--- config.mk ---
export PLATFORM = sky130hd
export DESIGN_NAME = dmem_lsu
export DESIGN_NICKNAME = d
export VERILOG_FILES = /design/src/rtl/dmem_lsu.sv
export SDC_FILE = /design/constraint.sdc
export NUM_CORES = 1
export LEC_CHECK = 0
export BUFFER_PORTS_ARGS = -buffer_cell sky130_fd_sc_hd__buf_2
export CORE_UTILIZATION = 25
export DETAILED_ROUTE_END_ITERATION = 16
export HOLD_SLACK_MARGIN = 0.05
export PLACE_DENSITY = 0.42
export SLEW_MARGIN = 15
export SYNTH_ARGS = -nofsm -noshare
export SYNTH_HDL_FRONTEND = slang
export SYNTH_SLANG_ARGS = --single-unit
export TNS_END_PERCENT = 5
--- constraint.sdc ---
create_clock -name clk -period 5.99 [get_ports clk]
set_input_delay 0.2995 -clock clk [delete_from_list [all_inputs] [get_ports clk]]
set_output_delay 0.2995 -clock clk [all_outputs]
set_load 0.03 [all_outputs]
--- src/rtl/dmem_lsu.sv ---
// Requester-side load/store unit for a word-only, combinational-read data memory.
// Handles byte/half/word loads with extension and sub-word stores by read-modify-write.
module dmem_lsu #(
    parameter int unsigned ADDR_W    = 32,
    parameter int unsigned DATA_W    = 32,
    parameter bit          WORD_ADDR = 1'b1
) (
    input  logic              clk,
    input  logic              rst_n,
    input  logic              req_valid,
    output logic              req_ready,
    input  logic              req_we,
    input  logic [1:0]        req_size,
    input  logic              req_unsigned,
    input  logic [ADDR_W-1:0] req_addr,
    input  logic [DATA_W-1:0] req_wdata,
    output logic              resp_valid,
    output logic              resp_err,
    output logic [DATA_W-1:0] resp_rdata,
    output logic              dm_we,
    output logic [ADDR_W-1:0] dm_a,
    output logic [DATA_W-1:0] dm_wd,
    input  logic [DATA_W-1:0] dm_rd
);

    localparam logic [1:0] SZ_B = 2'b00;
    localparam logic [1:0] SZ_H = 2'b01;
    localparam logic [1:0] SZ_W = 2'b10;

    typedef enum logic [2:0] {S_IDLE, S_RD, S_RMW, S_WR, S_RESP} state_t;

    state_t            state_q, state_d;
    logic [1:0]        size_q, size_d;
    logic [1:0]        off_q, off_d;
    logic              uns_q, uns_d;
    logic [15:0]       wdata_q, wdata_d;
    logic              resp_valid_d, resp_err_d;
    logic [DATA_W-1:0] resp_rdata_d, dm_wd_d;
    logic [ADDR_W-1:0] dm_a_d, map_addr;
    logic              acc_err;
    logic [4:0]        sh_amt;
    logic [7:0]        rd_byte;
    logic [15:0]       rd_half;
    logic [DATA_W-1:0] load_ext, merged;

    assign req_ready = (state_q == S_IDLE);
    // Reset during WR must kill the negedge write in the same cycle.
    assign dm_we     = (state_q == S_WR) & rst_n;

    assign map_addr = WORD_ADDR ? {2'b00, req_addr[ADDR_W-1:2]} : req_addr;
    assign acc_err  = (req_size == 2'b11)
                    | ((req_size == SZ_H) & req_addr[0])
                    | ((req_size == SZ_W) & (req_addr[1:0] != 2'b00));

    // Lane extraction with sign/zero extension for loads.
    always_comb begin
        sh_amt  = {off_q, 3'b000};
        rd_byte = dm_rd[sh_amt +: 8];
        rd_half = off_q[1] ? dm_rd[31:16] : dm_rd[15:0];
        case (size_q)
            SZ_B:    load_ext = {{(DATA_W-8){~uns_q & rd_byte[7]}}, rd_byte};
            SZ_H:    load_ext = {{(DATA_W-16){~uns_q & rd_half[15]}}, rd_half};
            default: load_ext = dm_rd;
        endcase
    end

    // Replace only the addressed lane of the word read back from memory.
    always_comb begin
        merged = dm_rd;
        if (size_q == SZ_B) begin
            merged[sh_amt +: 8] = wdata_q[7:0];
        end else if (off_q[1]) begin
            merged[31:16] = wdata_q;
        end else begin
            merged[15:0] = wdata_q;
        end
    end

    // Next-state and registered-output logic.
    always_comb begin
        state_d      = state_q;
        size_d       = size_q;
        off_d        = off_q;
        uns_d        = uns_q;
        wdata_d      = wdata_q;
        resp_valid_d = 1'b0;
        resp_err_d   = 1'b0;
        resp_rdata_d = '0;
        dm_a_d       = dm_a;
        dm_wd_d      = dm_wd;
        case (state_q)
            S_IDLE: begin
                if (req_valid) begin
                    size_d  = req_size;
                    off_d   = req_addr[1:0];
                    uns_d   = req_unsigned;
                    wdata_d = req_wdata[15:0];
                    if (acc_err) begin
                        state_d      = S_RESP;
                        resp_valid_d = 1'b1;
                        resp_err_d   = 1'b1;
                    end else begin
                        dm_a_d = map_addr;
                        if (!req_we) begin
                            state_d = S_RD;
                        end else if (req_size == SZ_W) begin
                            state_d = S_WR;
                            dm_wd_d = req_wdata;
                        end else begin
                            state_d = S_RMW;
                        end
                    end
                end
            end
            S_RD: begin
                state_d      = S_RESP;
                resp_valid_d = 1'b1;
                resp_rdata_d = load_ext;
            end
            S_RMW: begin
                state_d = S_WR;
                dm_wd_d = merged;
            end
            S_WR: begin
                state_d      = S_RESP;
                resp_valid_d = 1'b1;
            end
            S_RESP:  state_d = S_IDLE;
            default: state_d = S_IDLE;
        endcase
    end

    // State and datapath registers with synchronous reset.
    always_ff @(posedge clk) begin
        if (!rst_n) begin
            state_q    <= S_IDLE;
            size_q     <= 2'b00;
            off_q      <= 2'b00;
            uns_q      <= 1'b0;
            wdata_q    <= '0;
            resp_valid <= 1'b0;
            resp_err   <= 1'b0;
            resp_rdata <= '0;
            dm_a       <= '0;
            dm_wd      <= '0;
        end else begin
            state_q    <= state_d;
            size_q     <= size_d;
            off_q      <= off_d;
            uns_q      <= uns_d;
            wdata_q    <= wdata_d;
            resp_valid <= resp_valid_d;
            resp_err   <= resp_err_d;
            resp_rdata <= resp_rdata_d;
            dm_a       <= dm_a_d;
            dm_wd      <= dm_wd_d;
        end
    end

endmodule
# After elaboration in Yosys (flattened, before gate mapping)
# Index checks and enable logic that the tools add are counted.
# W data, S select, Z words.
[totals] reg_bits=120 inputBits=103 wordCells=63
[op_classes] addsub=1 eq_ne=11 n_shift=3 n_mux=19 n_bitwise=9 n_reduce_logical=10
[op_table] cell="$mux W32" count=5
[op_table] cell="$pmux W32 S2" count=2
[op_table] cell="$mux W16" count=3
[op_table] cell="$bwmux W32" count=1
[op_table] cell="$shift A8 B7 Y32 const A" count=1
[op_table] cell="$shiftx A32 B6 Y8" count=1
[op_table] cell="$shiftx A8 B7 Y32" count=1
[op_table] cell="$pmux W3 S3" count=1
[op_table] cell="$neg A5 Y7" count=1
[op_table] cell="$eq A3 B2 Y1 const B" count=2
[op_table] cell="$mux W3" count=2
[op_table] cell="$reduce_and A2 Y1" count=3
[op_table] cell="$and A1 B1 Y1" count=5
[op_table] cell="$reduce_and A5 Y1" count=1
[op_table] cell="$eq A2 B1 Y1 const B" count=2
[op_table] cell="$eq A2 B2 Y1 const B" count=2
[op_table] cell="$ne A2 B1 Y1 const B" count=2
[op_table] cell="$ne A2 B2 Y1 const B" count=2
[op_table] cell="$reduce_bool A2 Y1" count=2
[op_table] cell="$eq A3 B1 Y1 const B" count=1
[op_table] cell="$logic_not A3 Y1" count=1
[op_table] cell="$mux W1" count=3
[op_table] cell="$reduce_and A3 Y1" count=1
[op_table] cell="$logic_not A2 Y1" count=1
[op_table] cell="5 further kinds" count=7

# Logic depth before layout (Yosys ltp)
# Gate-level depths: netlist of run 1.
[logic_depth] ltp_word=7 mapped_depth=9 depth_no_buf=6

# Worst setup path before layout of run 1
# Ideal clock, no wire load.
[synth_timing] path_kind="flip-flop to flip-flop" from="register off_q[1]" to="register dm_wd[27]" setup_time_ns=0.074 arrival_ns=2.258 t_required_ns=5.916 path_slack_ns=3.658 stages_incl_launch_ff=10 synth_period_minus_slack_ns=2.332 path_cell_list="dfxtp_1 > buf_2 > inv_1 > clkbuf_1 > ha_1 > nor4bb_1 > clkbuf_1 > a221oi_1 > a211o_1 > a31oi_1"
[synth_between] elab_chain_len=5
[synth_lines] element="start: declaration" line_no="34" text="logic [1:0] off_q, off_d;"
[synth_lines] element="start signal: assignment" line_no="138" text="off_q <= 2'b00;"
[synth_lines] element="start signal: assignment" line_no="149" text="off_q <= off_d;"
[synth_lines] element="$neg A5 Y7" line_no="71" text="merged[sh_amt +: 8] = wdata_q[7:0];"
[synth_lines] element="$shiftx A8 B7 Y32 / $shift A8 B7 Y32 (equally long branches)" line_no="71"
[synth_lines] element="$bwmux W32" line_no="71"
[synth_lines] element="$mux W32 *" line_no="70" text="if (size_q == SZ_B) begin"
[synth_lines] element="$pmux W32 S2 *" line_no="91" text="case (state_q)"
[synth_lines] element="end signal: assignment" line_no="156" text="dm_wd <= dm_wd_d;"
[synth_lines] element="end: declaration" line_no="22" text="output logic [DATA_W-1:0] dm_wd,"
# Mark *: on every way between the ends. The rest lies on a longest branch, timed or not.
# A chain may end at the register's enable or synchronous reset.

# Final worst setup path of run 1
[layout_timing] from="register off_q[1]" to="register dm_wd[30]"
# The elaborated chain is that of the path after synthesis.

==> results_dict.tcl, run 1 <==
set metrics [dict create \
    core_um2 21300 \
    port_buffers 200 \
    layout-drive-gt1-share_pct 32.3 \
    die_h_um 150 \
    arrival_ps 3520 \
    max_slew_margin_pct 22.3 \
    fin_skew_ps 8.27 \
    cp_num_buf_inv 2 \
    yosys.cell_types.count 50 \
    utilization_pct 34.1 \
    synth-edff-count 0 \
    avgSynthCellArea_um2 8.40 \
    ys_seq_area_share_pct 43.7 \
    crit_slowest_cell "nor4bb_2" \
    drt-total-wl_um 20500 \
    vias 5648 \
    vdd_drop_max_mv 0.177 \
    cts_buffers 17 \
    hold_viol_final 0 \
    drcViolationCount 0 \
    fmax_mhz 316 \
    insertedDiodeCount 0 \
    start_util_pct 25.8 \
    crit_fanout 39 \
    cp.required_ps 6340 \
    cp_cell_sequence "buf_4 -> inv_1 -> ha_1 -> nor4bb_2 -> a221oi_1 -> a211o_1 -> a31oi_1" \
    drtIter0Drc 252 \
    p_per_area_nw_per_um2 320 \
    io_pins 203 \
    vias_per_cell 5.09 \
    gp_congestion 0.861 \
    cts.path.max_buffers 2 \
    worstSetupPathType "reg2reg" \
    ctsHoldBuffers 0 \
    placementRows 53 \
    final_nets 929 \
    cts_tree "done" \
    synthFlopType "dfxtp_1" \
    cap_viol_max_count 0 \
    antenna_found_initial 1 \
    holdWs_ps 123 \
    die_w_um 150 \
    hp-class "in2reg" \
    ys_ff_latch 120 \
    leakage_nw 3.17 \
    grt_pass1_vias 5282 \
    synth_cells 654 \
    cts-resized-gates 0 \
    rsz0062_at_grt "false" \
    worstSkewPairLatency_ps 420 \
    root_buffer "clkbuf_16" \
    setup_tns_ps 0 \
    die_area_um2 22600 \
    drt_pass1_iterations 6 \
    grt-ovfl-total 0 \
    grt_max_degree 54 \
    post-dp-hpwl_um 15000 \
    end_kind "flip-flop" \
    postCtsSetupBuffers 0 \
    area_growth_pct 32.0 \
    htree_levels 4 \
    cts_sinks 120 \
    min_period_ps 3170 \
    tightest_slew_ps 1160 \
    critPathLaunchType "flip-flop" \
    async_flop_share_pct 0 \
    grt_pass1_wl_um 30500 \
    track_usage_pct 18.0 \
    drv_slew 0 \
    min_period_over_period_pct 52.9 \
    fill_cells 2284 \
    status "complete, no violations" \
    setup_violations 0 \
    slowest_delay_ps 780 \
    path_clk_slew_ps 60 \
    crit_family "buffers and inverters" \
    ant_nets 0 \
    syn_area_um2 5500 \
    wl_per_cell_um 18.5 \
    ys_warn_count 0 \
]
[final timing paths]
kind | to | startpoint | cells after the start | slack, ps
worst max-delay path | dm_wd[30]$_SDFFE_PN0P_ | off_q[1]$_SDFFE_PN0P_ | 7 | 2820
worst min-delay path | dm_a[21]$_SDFFE_PN0P_ | req_addr[23] | 3 | 120
worst max register to register | dm_wd[30]$_SDFFE_PN0P_ | off_q[1]$_SDFFE_PN0P_ | 7 | 2820
worst min register to register | dm_a[19]$_SDFFE_PN0P_ | dm_a[19]$_SDFFE_PN0P_ | 2 | 450
[tightest hold or removal path: stages]
cell,delay [ps]
buf_2,100
nand3_1,50
a21oi_1,50
[registers in the layout, indices dropped and copies added (netlist names)]
register / count
dm_a: 30
dm_wd: 32
off_q: 2
resp_err: 1
resp_rdata: 32
resp_valid: 1
size_q: 2
state_q: 3
uns_q: 1
wdata_q: 16
[Yosys cell counts (12+ instances only)]
cell type / instances / area [um2]
nand2_1: 121 / 454
nand3_1: 30 / 150
o21ai_0: 18 / 90.1
a32o_1: 15 / 150
a211o_1: 17 / 149
a21oi_1: 90 / 450
clkbuf_1: 40 / 150
buf_2: 12 / 60.1
mux2i_1: 12 / 120
dfxtp_1: 120 / 2400
a31oi_1: 18 / 113
or2_2: 18 / 113
a221o_1: 16 / 160
nor2_1: 16 / 60.1
a211oi_1: 12 / 90.1
[per-layer routing]
metal	share of wire, %	track usage (%)	up-vias
li1	-	-	2711
met1	45	23.3	2678
met2	45	27.7	221
met3	7.2	5.24	36
met4	2.7	7.78	2
met5	0.063	0	-
[cells in the final DEF, fill, tap and decap left out, drive strengths merged, types with 2 or more instances in the layout]
cell type,count
nand2,121
nand3,30
clkinv,8
nor2,16
a22o,8
conb,2
and4b,2
nand3b,6
a211oi,12
nor3,3
o21ai,20
buf,204
nand4,7
a211o,17
nor2b,7
ha,5
and2,8
a32o,15
inv,9
o2bb2ai,8
nor4bb,2
clkbuf,17
a221oi,5
dfxtp,120
a31oi,18
bufinv,3
a221o,16
o22ai,7
a21oi,90
clkinvlp,2
mux2,4
nor3b,2
or2,19
mux2i,12
[through the flow]
stage	cell area, um2	std cells	setup WS [ps]	power [mW]
after global placement	6630	1076	2650	1.28
after detailed placement	6640	1076	2860	1.29
final	7250	1109	2820	2.32
after global routing	7250	1109	2610	2.42
after CTS	7240	1108	2860	2.34
after floorplan	5500	655	3660	1.15
[area by class of cell]
class | instances | area, um2 | area share, %
Multi-Input combinational cell | 471 | 2850 | 39.2
Sequential cell | 120 | 2400 | 33.1
Clock inverter | 15 | 178 | 2.45
Timing Repair Buffer | 204 | 1030 | 14.2
Tap cell | 275 | 344 | 4.74
Clock buffer | 17 | 425 | 5.87
Inverter | 7 | 26.3 | 0.362
[logic make-up after synthesis]
group,count (synthesis),synth area share [%]
and+or+nand+nor,228,20.0
AOI/OAI and AO/OA,220,27.0
DFF,120,43.7
buffers and inverters,64,5.05
muxes,16,3.00
adders and majority gates,5,1.14
other,1,0.0682
[report_power, final]
part | total, mW | switching [mW] | internal, mW
Combinational | 0.391 | 0.259 | 0.132
Sequential | 0.881 | 0.0411 | 0.840
Clock | 1.05 | 0.395 | 0.655
Total | 2.32 | 0.696 | 1.63
Note: power is estimated with default switching activity, not from simulation.
==> inputs of run 2 (changes only) <==
--- a/config.mk
+++ b/config.mk
@@ -9,7 +9,7 @@
 export CORE_UTILIZATION = 25
 export DETAILED_ROUTE_END_ITERATION = 16
 export HOLD_SLACK_MARGIN = 0.05
-export PLACE_DENSITY = 0.42
+export PLACE_DENSITY = 0.44
 export SLEW_MARGIN = 15
 export SYNTH_ARGS = -nofsm -noshare
 export SYNTH_HDL_FRONTEND = slang
==> constraint.sdc (replaced) <==
create_clock -name clk -period 2.8 [get_ports clk]
set_input_delay 0.14 -clock clk [delete_from_list [all_inputs] [get_ports clk]]
set_output_delay 0.14 -clock clk [all_outputs]
set_load 0.03 [all_outputs]
==> run 2 against run 1 <==
Net effect: maximum frequency increased by 49%; setup slack worse by 2100 ps; first-iteration DRC count increased by 23%; register-to-register slack lost 2100 ps; power increased by 130%; critical path type unchanged; global-route usage increased by 0.99 points.
==> results_dict.tcl, run 2 (synthesized netlist as in run 1, its figures left out) <==
set metrics [dict create \
    cts-resized-gates 0 \
    end_kind "flip-flop" \
    hold_viol_final 0 \
    sequentialPowerShare_pct 34.9 \
    crit_fanout 38 \
    clockPowerShare_pct 46.9 \
    setup_violations 0 \
    dp_slack_ps 690 \
    final_cells 1219 \
    min_period_ps 2120 \
    drtIter0Drc 311 \
    utilization_pct 39.4 \
    fill_cells 2196 \
    leakage_nw 3.66 \
    final_common_cell "buf_2" \
    min_period_over_period_pct 75.8 \
    max_slew_margin_pct 51.9 \
    fmax_mhz 471 \
    worstSetupPathType "reg2reg" \
    critPathLaunchType "flip-flop" \
    p_int_mw 3.86 \
    hp-class "in2reg" \
    path_clk_slew_ps 60 \
    arrival_ps 2420 \
    grt_max_degree 39 \
    place_area_um2 6780 \
    final_nets 1039 \
    stdcell_area_um2 8380 \
    cp.required_ps 3100 \
    ant_nets 0 \
    die_w_um 150 \
    antenna_found_initial 0 \
    switching_share_pct 28.1 \
    dp.cells 1094 \
    gp_congestion 0.816 \
    rsz0062_at_grt "false" \
    vias_per_cell 4.92 \
    holdWs_ps 66.8 \
    drv_slew 0 \
    setup_tns_ps 0 \
    p_per_area_nw_per_um2 640 \
    setup_ws_ps 678 \
    finalPower_mw 5.37 \
    status "complete, no violations" \
    vias 5994 \
    p_switching_mw 1.51 \
    start_util_pct 25.8 \
    grt_pass1_wl_um 32700 \
    reg.largest.list "dm_wd: 32 flops, resp_rdata: 32 flops, dm_a: 30 flops" \
    root_buffer "clkbuf_16" \
    grt_pass1_vias 5874 \
    cts.path.max_buffers 2 \
    io_pins 203 \
    track_usage_pct 19.0 \
    vdd_drop_max_mv 0.386 \
    drt-total-wl_um 21300 \
    fin_skew_ps 9.18 \
    cap_viol_max_count 0 \
    grt-ovfl-total 0 \
    die_h_um 150 \
    cts_tree "done" \
    worstSkewPairLatency_ps 420 \
    insertedDiodeCount 0 \
    drcViolationCount 0 \
    layout-drive-gt1-share_pct 30.2 \
    wl_per_cell_um 17.5 \
    die_area_um2 22600 \
    port_buffers 200 \
    area_growth_pct 52.5 \
    cts_sinks 120 \
    pwr-share-comb_pct 18.2 \
    drt_pass1_iterations 5 \
    post-dp-hpwl_um 15100 \
    core_um2 21300 \
    placementRows 53 \
    cts_buffers 17 \
    mostFrequentLayoutCells "200 x buf_2, 121 x nand2_1, 120 x dfxtp_1" \
    htree_levels 4 \
    tightest_slew_ps 701 \
]
## run 2: cell types whose count changed in the layout (fill, tap and decap cells not counted), sizes merged
| cell | before | now |
|---|---|---|
| buf | 204 | 221 |
| bufinv | 3 | 6 |
| clkinv | 8 | 4 |
| clkinvlp | 2 | 4 |
| dlygate4sd3 | 0 | 93 |
| inv | 9 | 8 |
## run 2: final timing paths
path                              start                      to  slack [ps]  cells after the start
setup / recovery  off_q[1]$_SDFFE_PN0P_  dm_wd[17]$_SDFFE_PN0P_         680                      6
hold / removal            req_wdata[19]  dm_wd[19]$_SDFFE_PN0P_          70                      3
setup reg to reg  off_q[1]$_SDFFE_PN0P_  dm_wd[17]$_SDFFE_PN0P_         680                      6
hold reg to reg   dm_a[12]$_SDFFE_PN0P_   dm_a[12]$_SDFFE_PN0P_         450                      2
## run 2: metal layers
layer / vias to the layer above / GRT usage (%) / part of all wire [%]
met2: 205 / 30.5 / 46
met5: - / 0 / 0
met1: 2825 / 25.2 / 47
li1: 2942 / - / -
met3: 22 / 4.42 / 6.4
met4: 0 / 5.76 / 1.5
## run 2: power by group through the flow
stage          Combinational, mW  Sequential, mW  Clock, mW
4_1_cts                    0.978            1.87       2.58
5_1_grt                     1.06            1.88       2.65
3_5_place_dp               0.875            1.91          0
2_1_floorplan              0.447            2.00          0
6_report                   0.975            1.87       2.52
3_3_place_gp               0.880            1.91          0
## run 2: area by class of cell
cell class	instances	area (um2)	area share (%)
clock buffer	17	425	5.07
clock inverter	15	250	2.99
inverter	7	26.3	0.313
multi-input combinational	471	2830	33.8
sequential	120	2400	28.7
tap	275	344	4.10
timing repair buffer	314	2100	25.1
## run 2: worst max-delay path, stage by stage (launching register included)
cell and delay [ps]:
dfxtp_1 330, buf_4 370, ha_1 210, or3b_4 380
and2_4 180, a221o_1 290, a32o_1 260
## run 2: timing repair
action | in CTS | in global routing
buffers inserted | 0 | 0
endpoints found under the hold margin | 101 | 0
hold buffers | 93 | 0
endpoints found under the setup margin | 0 | 0
